$ cat src/rtl/alu_pkg.sv
// Shared ALU types for the V30MZ execute stage: combinational ALU opcode and
// flags, plus the iterative multiply/divide opcode and FSM state encodings.
package alu_pkg;

  typedef enum logic [3:0] {
    ALU_ADD, ALU_ADC, ALU_SUB, ALU_SBB, ALU_AND, ALU_OR, ALU_XOR, ALU_CMP,
    ALU_INC, ALU_DEC, ALU_NEG, ALU_NOT
  } AluOp;

  typedef struct packed {
    logic cf;
    logic pf;
    logic af;
    logic zf;
    logic sf;
    logic of;
  } AluFlags;

  typedef enum logic [1:0] {
    MULDIV_MUL  = 2'd0,
    MULDIV_IMUL = 2'd1,
    MULDIV_DIV  = 2'd2,
    MULDIV_IDIV = 2'd3
  } MulDivOp;

  typedef enum logic [1:0] {
    MD_IDLE  = 2'd0,
    MD_CALC  = 2'd1,
    MD_FIXUP = 2'd2,
    MD_DONE  = 2'd3
  } MulDivState;

endpackage

$ cat src/rtl/muldiv_step.sv
// One radix-2 iteration shared by multiply and divide.
//   multiply: LSB-first shift-add; acc += opd when the current multiplier bit
//             is set, multiplier (sh) shifts right, multiplicand (opd) left.
//   divide:   restoring; the next dividend bit is shifted out of sh into the
//             partial remainder, opd (divisor) is trial-subtracted and the
//             quotient bit enters sh from the bottom.
module muldiv_step #(
  parameter int WIDTH = 16
) (
  input  logic               is_div,
  input  logic [2*WIDTH-1:0] acc,
  input  logic [WIDTH-1:0]   sh,
  input  logic [2*WIDTH-1:0] opd,
  output logic [2*WIDTH-1:0] acc_nx,
  output logic [WIDTH-1:0]   sh_nx,
  output logic [2*WIDTH-1:0] opd_nx
);

  logic [2*WIDTH-1:0] rem_sh;
  logic [2*WIDTH-1:0] diff;
  logic               fits;

  // single iteration, multiply or divide flavour
  always_comb begin
    rem_sh = {acc[2*WIDTH-2:0], sh[WIDTH-1]};
    diff   = rem_sh - opd;
    fits   = (rem_sh >= opd);
    if (is_div) begin
      acc_nx = fits ? diff : rem_sh;
      sh_nx  = {sh[WIDTH-2:0], fits};
      opd_nx = opd;
    end else begin
      acc_nx = acc + (sh[0] ? opd : '0);
      sh_nx  = {1'b0, sh[WIDTH-1:1]};
      opd_nx = {opd[2*WIDTH-2:0], 1'b0};
    end
  end

endmodule

$ cat src/rtl/alu_muldiv.sv
// Iterative MUL/IMUL/DIV/IDIV unit beside the ALU. Signed ops run on
// magnitudes; sign correction, flags and IDIV range checks happen in FIXUP.
// Optional build macro MULDIV_EARLY_OUT_EN: multiplies leave CALC as soon as
// the unprocessed multiplier bits are all zero (variable latency).
module alu_muldiv
  import alu_pkg::*;
#(
  parameter int WIDTH           = 16,
  parameter int STEPS_PER_CYCLE = 1
) (
  input  logic               clk,
  input  logic               rst_n,
  input  logic               flush,
  input  logic               start,
  input  logic [1:0]         op,
  input  logic               size,
  input  logic [2*WIDTH-1:0] a,
  input  logic [WIDTH-1:0]   b,
  output logic               busy,
  output logic               done,
  output logic [WIDTH-1:0]   result_lo,
  output logic [WIDTH-1:0]   result_hi,
  output logic               cy,
  output logic               v,
  output logic               div_error
);

  localparam int W  = WIDTH;
  localparam int H  = WIDTH / 2;
  localparam int S  = STEPS_PER_CYCLE;
  localparam int KW = $clog2(W / S + 1);
  localparam logic [KW-1:0] K_WORD = KW'(W / S - 1);
  localparam logic [KW-1:0] K_BYTE = KW'(H / S - 1);

  MulDivState    state;
  MulDivOp       op_q;
  logic          size_q, sign_q, rsign_q, hi_ovf_q;
  logic [KW-1:0] cnt;
  logic [2*W-1:0] acc, opd;
  logic [W-1:0]   sh;

  MulDivOp op_in;
  logic    is_div_in, signed_in, neg_a, neg_b, neg_d, hi_ovf, div_early;
  logic [W-1:0]   mask_n, a_n, b_n, amag, bmag, dvd_hi, dvd_lo;
  logic [2*W-1:0] mask_2n, a_2n, dmag;

  assign op_in = MulDivOp'(op);
  assign busy  = (state == MD_CALC) || (state == MD_FIXUP);
  assign done  = (state == MD_DONE);

  // request decode: operand masking to the selected size, magnitudes, and
  // the divide exceptions that can be seen before any iteration
  always_comb begin
    is_div_in = op_in[1];
    signed_in = (op_in == MULDIV_IMUL) || (op_in == MULDIV_IDIV);
    mask_n    = size ? '1 : {{H{1'b0}}, {H{1'b1}}};
    mask_2n   = size ? '1 : {{W{1'b0}}, {W{1'b1}}};
    a_n       = a[W-1:0] & mask_n;
    a_2n      = a & mask_2n;
    b_n       = b & mask_n;
    neg_a     = signed_in && (size ? a[W-1]   : a[H-1]);
    neg_d     = signed_in && (size ? a[2*W-1] : a[W-1]);
    neg_b     = signed_in && (size ? b[W-1]   : b[H-1]);
    amag      = neg_a ? ((-a_n) & mask_n)   : a_n;
    dmag      = neg_d ? ((-a_2n) & mask_2n) : a_2n;
    bmag      = neg_b ? ((-b_n) & mask_n)   : b_n;
    // dividend low half is left-aligned so the divide step always pulls
    // from sh[W-1], whatever the size
    dvd_hi    = size ? dmag[2*W-1:W] : {{H{1'b0}}, dmag[W-1:H]};
    dvd_lo    = size ? dmag[W-1:0]   : {dmag[H-1:0], {H{1'b0}}};
    hi_ovf    = (dvd_hi >= bmag);
    div_early = is_div_in && ((b_n == '0) || ((op_in == MULDIV_DIV) && hi_ovf));
  end

  // iteration chain, S radix-2 steps per clock
  logic [S:0][2*W-1:0] acc_c, opd_c;
  logic [S:0][W-1:0]   sh_c;

  assign acc_c[0] = acc;
  assign sh_c[0]  = sh;
  assign opd_c[0] = opd;

  for (genvar i = 0; i < S; i++) begin : g_step
    muldiv_step #(.WIDTH(W)) u_step (
      .is_div (op_q[1]),
      .acc    (acc_c[i]),
      .sh     (sh_c[i]),
      .opd    (opd_c[i]),
      .acc_nx (acc_c[i+1]),
      .sh_nx  (sh_c[i+1]),
      .opd_nx (opd_c[i+1])
    );
  end

  logic mul_zero_in, mul_exit;
`ifdef MULDIV_EARLY_OUT_EN
  assign mul_zero_in = (bmag == '0);
  assign mul_exit    = !op_q[1] && (sh_c[S] == '0);
`else
  assign mul_zero_in = 1'b0;
  assign mul_exit    = 1'b0;
`endif

  // FIXUP: sign correction, flag generation and IDIV range check
  logic [W-1:0]   mask_q, half_q, qmag, rmag, quo, rem, p_top, div_lo, div_hi;
  logic [2*W-1:0] prod;
  logic           p_sbit, mul_ovf, div_ovf;

  always_comb begin
    mask_q  = size_q ? '1 : {{H{1'b0}}, {H{1'b1}}};
    half_q  = size_q ? {1'b1, {(W-1){1'b0}}} : {{H{1'b0}}, 1'b1, {(H-1){1'b0}}};
    prod    = sign_q ? ((-acc) & (size_q ? '1 : {{W{1'b0}}, {W{1'b1}}})) : acc;
    p_top   = size_q ? prod[2*W-1:W] : {{H{1'b0}}, prod[W-1:H]};
    p_sbit  = size_q ? prod[W-1] : prod[H-1];
    mul_ovf = (op_q == MULDIV_IMUL) ? (p_top != (p_sbit ? mask_q : '0))
                                    : (p_top != '0);
    qmag    = sh & mask_q;
    rmag    = acc[W-1:0] & mask_q;
    quo     = sign_q  ? ((-qmag) & mask_q) : qmag;
    rem     = rsign_q ? ((-rmag) & mask_q) : rmag;
    // -2^(n-1) is a legal negative quotient; +2^(n-1) is not
    div_ovf = (op_q == MULDIV_IDIV) &&
              (hi_ovf_q || (sign_q ? (qmag > half_q) : (qmag >= half_q)));
    // byte divide packs remainder:quotient into result_lo, result_hi cleared
    div_lo  = size_q ? quo : {rem[H-1:0], quo[H-1:0]};
    div_hi  = size_q ? rem : '0;
  end

  // control FSM and datapath registers; flush overrides everything but reset
  always_ff @(posedge clk or negedge rst_n) begin
    if (!rst_n) begin
      state     <= MD_IDLE;
      op_q      <= MULDIV_MUL;
      size_q    <= 1'b0;
      sign_q    <= 1'b0;
      rsign_q   <= 1'b0;
      hi_ovf_q  <= 1'b0;
      cnt       <= '0;
      acc       <= '0;
      sh        <= '0;
      opd       <= '0;
      result_lo <= '0;
      result_hi <= '0;
      cy        <= 1'b0;
      v         <= 1'b0;
      div_error <= 1'b0;
    end else if (flush) begin
      state <= MD_IDLE;
    end else begin
      case (state)
        MD_IDLE: if (start) begin
          op_q     <= op_in;
          size_q   <= size;
          sign_q   <= is_div_in ? (neg_d ^ neg_b) : (neg_a ^ neg_b);
          rsign_q  <= neg_d;
          hi_ovf_q <= hi_ovf;
          cnt      <= size ? K_WORD : K_BYTE;
          if (is_div_in) begin
            acc <= {{W{1'b0}}, dvd_hi};
            sh  <= dvd_lo;
            opd <= {{W{1'b0}}, bmag};
          end else begin
            acc <= '0;
            sh  <= bmag;
            opd <= {{W{1'b0}}, amag};
          end
          if (div_early) begin
            div_error <= 1'b1;
            state     <= MD_DONE;
          end else if (mul_zero_in && !is_div_in) begin
            state <= MD_FIXUP;
          end else begin
            state <= MD_CALC;
          end
        end
        MD_CALC: begin
          acc <= acc_c[S];
          sh  <= sh_c[S];
          opd <= opd_c[S];
          cnt <= cnt - 1'b1;
          if ((cnt == '0) || mul_exit) state <= MD_FIXUP;
        end
        MD_FIXUP: begin
          state <= MD_DONE;
          if (op_q[1]) begin
            div_error <= div_ovf;
            if (!div_ovf) begin
              result_lo <= div_lo;
              result_hi <= div_hi;
            end
          end else begin
            div_error <= 1'b0;
            result_lo <= prod[W-1:0];
            result_hi <= prod[2*W-1:W];
            cy        <= mul_ovf;
            v         <= mul_ovf;
          end
        end
        default: state <= MD_IDLE;
      endcase
    end
  end

endmodule

$ cat config.mk
export PLATFORM = sky130hd
export DESIGN_NAME = alu_muldiv
export DESIGN_NICKNAME = d
export VERILOG_FILES = /design/src/rtl/alu_pkg.sv /design/src/rtl/muldiv_step.sv /design/src/rtl/alu_muldiv.sv
export SDC_FILE = /design/constraint.sdc
export NUM_CORES = 1
export LEC_CHECK = 0
export CORE_ASPECT_RATIO = 0.75
export CORE_MARGIN = 1.5
export CORE_UTILIZATION = 62
export DETAILED_ROUTE_END_ITERATION = 8
export PLACE_DENSITY = 0.83
export SLEW_MARGIN = 20
export SYNTH_ARGS = -nofsm -noshare
export SYNTH_HDL_FRONTEND = slang
export SYNTH_SLANG_ARGS = --single-unit
$ cat constraint.sdc
create_clock -name clk -period 4.61 [get_ports clk]
set_clock_uncertainty 0.1 [all_clocks]
set_input_delay 0.922 -clock clk [delete_from_list [all_inputs] [get_ports clk]]
set_output_delay 0.922 -clock clk [all_outputs]
set_load 0.03 [all_outputs]
==> metrics.txt <==
outcome=complete, no violations; vias=15800; io pins=92; DR DRC count=0; Max-Cap Viols=0; CTS sink cnt=127; initial drt markers=~2300; post-synthesis instance total=1897; CTS tree=yes; First-pass DRT Iterations=8; Leak=roughly 7.4 nW; fin util=76.2%; #FFs+latches synth=127; largest net degree at the start of global routing=64; cell area power density=between 700 and 800 nW/um2; Yosys cell types=82; Core Footprint=22200 um2; CTS Root Cell=clkbuf_16; grt total ovfl=0; placed cells=2318; initial antenna violation count=0; Worst R2R Start=sh[0]; Die Area=23600 um2; Syn Std Cell Area=~14000 um2; post-layout min period=4.58 ns; f_max=approximately 220 MHz; Hold Crit Endpoint=opd[22]; maximum vdd drop=0.533 mV; Max FO, Critical Path=4; CTS Buffer Depth=2; final setup vio count=0; fillers=1692; Final HPWL DP=38.2 mm; H-tree depth reported by CTS=4; hold depth=2; fin. max-slew vios=0; fin crit share=between 90% and 100%; input/output buffers=91; Worst EP arrival=4.80 ns; Critical R2R Capture=acc[28]; total CTS buffers=17; Synth Flop Type=dfrtp_1; Worst Hold Slack=0.374 ns; fin area=16900 um2; final hold violation count=0; total track usage=42.6%; WL final=50.7 mm; hold wc startpoint=opd[22]; CP Class=in -> reg; Post-DP Area=approximately 16000 um2; syn_area_per_cell=7.42 um2; synth warn=0; setup TNS=0 ns; Area growth, synth to finish=20.0%; GPL Wtd Cong=1.09; Rows=47; register area share after synthesis=22.6%; Final ANT Viol Nets=0; layout cells sized above 1=14.1%; Hold Crit Class=reg -> reg; normalized max-slew margin=28.6%; CTS clock-pin slew for the worst setup and hold paths=0.06 ns; vias in the first global route=14500; Via density=6.71; Setup crit start kind=primary input; Clock Latency Late Sink=0.44 ns; crit path capture type=register; Starting Density=63.5%; Post-synth EDFFs=0; reg-to-reg slack, setup=0.52 ns; Worst-Margin Slew=1.07 ns; hold buffer count at CTS=0; drt wl/cell=21.5 um; nets=2194; Die Span Y=134 um; Post-Syn Nets=2044; Reg2Reg Depth=13; first-pass GRT wire length=78.7 mm; final std cells w/o fill=2355; WP data required=4.83 ns; Die Wd=177 um; asr flop ratio synth=between 90% and 100%
-- cell usage after synthesis (17+ instances only) --
library cell / n / area (um2)
a211oi_1: 34 / 255
a21o_1: 31 / 233
a21oi_1: 140 / 701
a31oi_1: 27 / 169
clkbuf_1: 109 / 409
dfrtp_1: 127 / 3180
ha_1: 90 / 1130
inv_1: 66 / 248
mux2_2: 23 / 259
mux2i_1: 39 / 390
nand2_1: 243 / 912
nand2b_1: 18 / 113
nand3_1: 31 / 155
nor2_1: 194 / 728
nor2b_1: 18 / 113
nor3_1: 43 / 215
o211ai_1: 20 / 150
o21ai_0: 158 / 791
o31ai_1: 37 / 278
or2_2: 17 / 106
or3_1: 28 / 175
xnor2_1: 81 / 709
xor2_1: 74 / 648
-- cell usage in the layout (no fill, tap or decap), types with 34 or more instances in the layout --
cell type        Yosys  final
a211oi_1            34     34
mux2i_1             39     39
clkdlybuf4s50_1      0     81
xnor2_1             81     81
ha_1                90     88
a21oi_1            140    135
o21ai_0            158    155
nor2_1             194    192
dfrtp_1            127    126
inv_1               66     65
nor3_1              43     41
buf_4                1    171
xor2_1              74     74
nand2_1            243    237
o31ai_1             37     36
-- per-stage QoR --
step / worst slack, ns / total power [mW]
4_1_cts: 0.0129 / 12.3
5_1_grt: -0.105 / 13.4
6_report: 0.0322 / 12.6
3_3_place_gp: -0.605 / 10.6
3_5_place_dp: -0.669 / 10.8
2_1_floorplan: 0.0106 / 8.30
-- layout make-up --
type | count | area [um2] | area share [%]
Timing Repair Buffer | 263 | 2240 | 13.3
Inverter | 67 | 251 | 1.49
Multi-Input combinational cell | 1571 | 10300 | 60.9
Antenna cell | 1 | 2.50 | 0.0148
Tap cell | 294 | 368 | 2.18
Clock buffer | 18 | 429 | 2.54
Sequential cell | 127 | 3180 | 18.8
Clock inverter | 14 | 134 | 0.792
-- registers in the layout, indices dropped and copies added, names as in the netlist --
name and count:
acc 32, cnt 5, div_error 1, hi_ovf_q 1
op_q 2, opd 32, result_hi 16, result_lo 16
rsign_q 1, sh 16, sign_q 1, size_q 1
state 2, v 1
-- where the power goes --
part | total [mW] | switching (mW) | internal [mW]
logic | 9.01 | 5.37 | 3.64
registers | 2.26 | 0.721 | 1.54
clock network | 1.34 | 0.586 | 0.752
total | 12.6 | 6.68 | 5.93
-- worst max-delay path, stage by stage --
cell and delay [ns]:
clkdlybuf4s50_1 0.47, nor4_2 0.19, buf_4 0.18, nand2_1 0.08
or3_4 0.46, nor2_4 0.16, a21oi_2 0.07, xnor2_1 0.18
nor2_1 0.08, ha_1 0.29, a21o_1 0.19, a21oi_2 0.13
nor2b_1 0.06, o211ai_1 0.17, a31oi_1 0.11, a211oi_1 0.23
buf_4 0.21, o22ai_4 0.09, a31oi_1 0.18, mux2_2 0.35
-- routing by layer --
layer | GRT usage [%] | wire, um | part of all wire (%)
met1 | 60.6 | 21000 | 42
met4 | 12.2 | 1440 | 2.8
met2 | 60.7 | 20900 | 41
met3 | 14.8 | 7350 | 14
met5 | 0 | 0 | 0
-- logic make-up (layout without fill, tap and decap cells) --
| family | Yosys count | count (layout) | share of synthesized area, % |
|---|---|---|---|
| and+or+nand+nor | 672 | 672 | 21.9 |
| AOI/OAI and AO/OA | 589 | 589 | 27.2 |
| other | 0 | 1 | 0 |
| muxes | 63 | 63 | 4.77 |
| xor gates and xnor gates | 155 | 155 | 9.64 |
| buffers and inverters | 199 | 362 | 5.56 |
| adders and majority gates | 92 | 92 | 8.28 |
| DFF | 127 | 127 | 22.6 |
-- how the worst max path moves through the flow --
stage                     startpoint   endpoint  slack [ns]  cells after the start
after global placement         a[13]  div_error       -0.60                     19
after CTS                      a[14]  div_error        0.01                     19
after global routing            a[5]  div_error       -0.10                     20
final                           a[5]  div_error        0.03                     20
after floorplan                 a[2]  div_error        0.01                     17
after detailed placement       a[14]  div_error       -0.67                     19
-- timing repair --
item | 4_1_cts | 5_1_grt
resized for setup | 10 | 34
pin swaps | 5 | 19
setup buffers | 1 | 3
setup endpoints to repair | 2 | 2
Note: power is estimated with default switching activity, not from simulation.
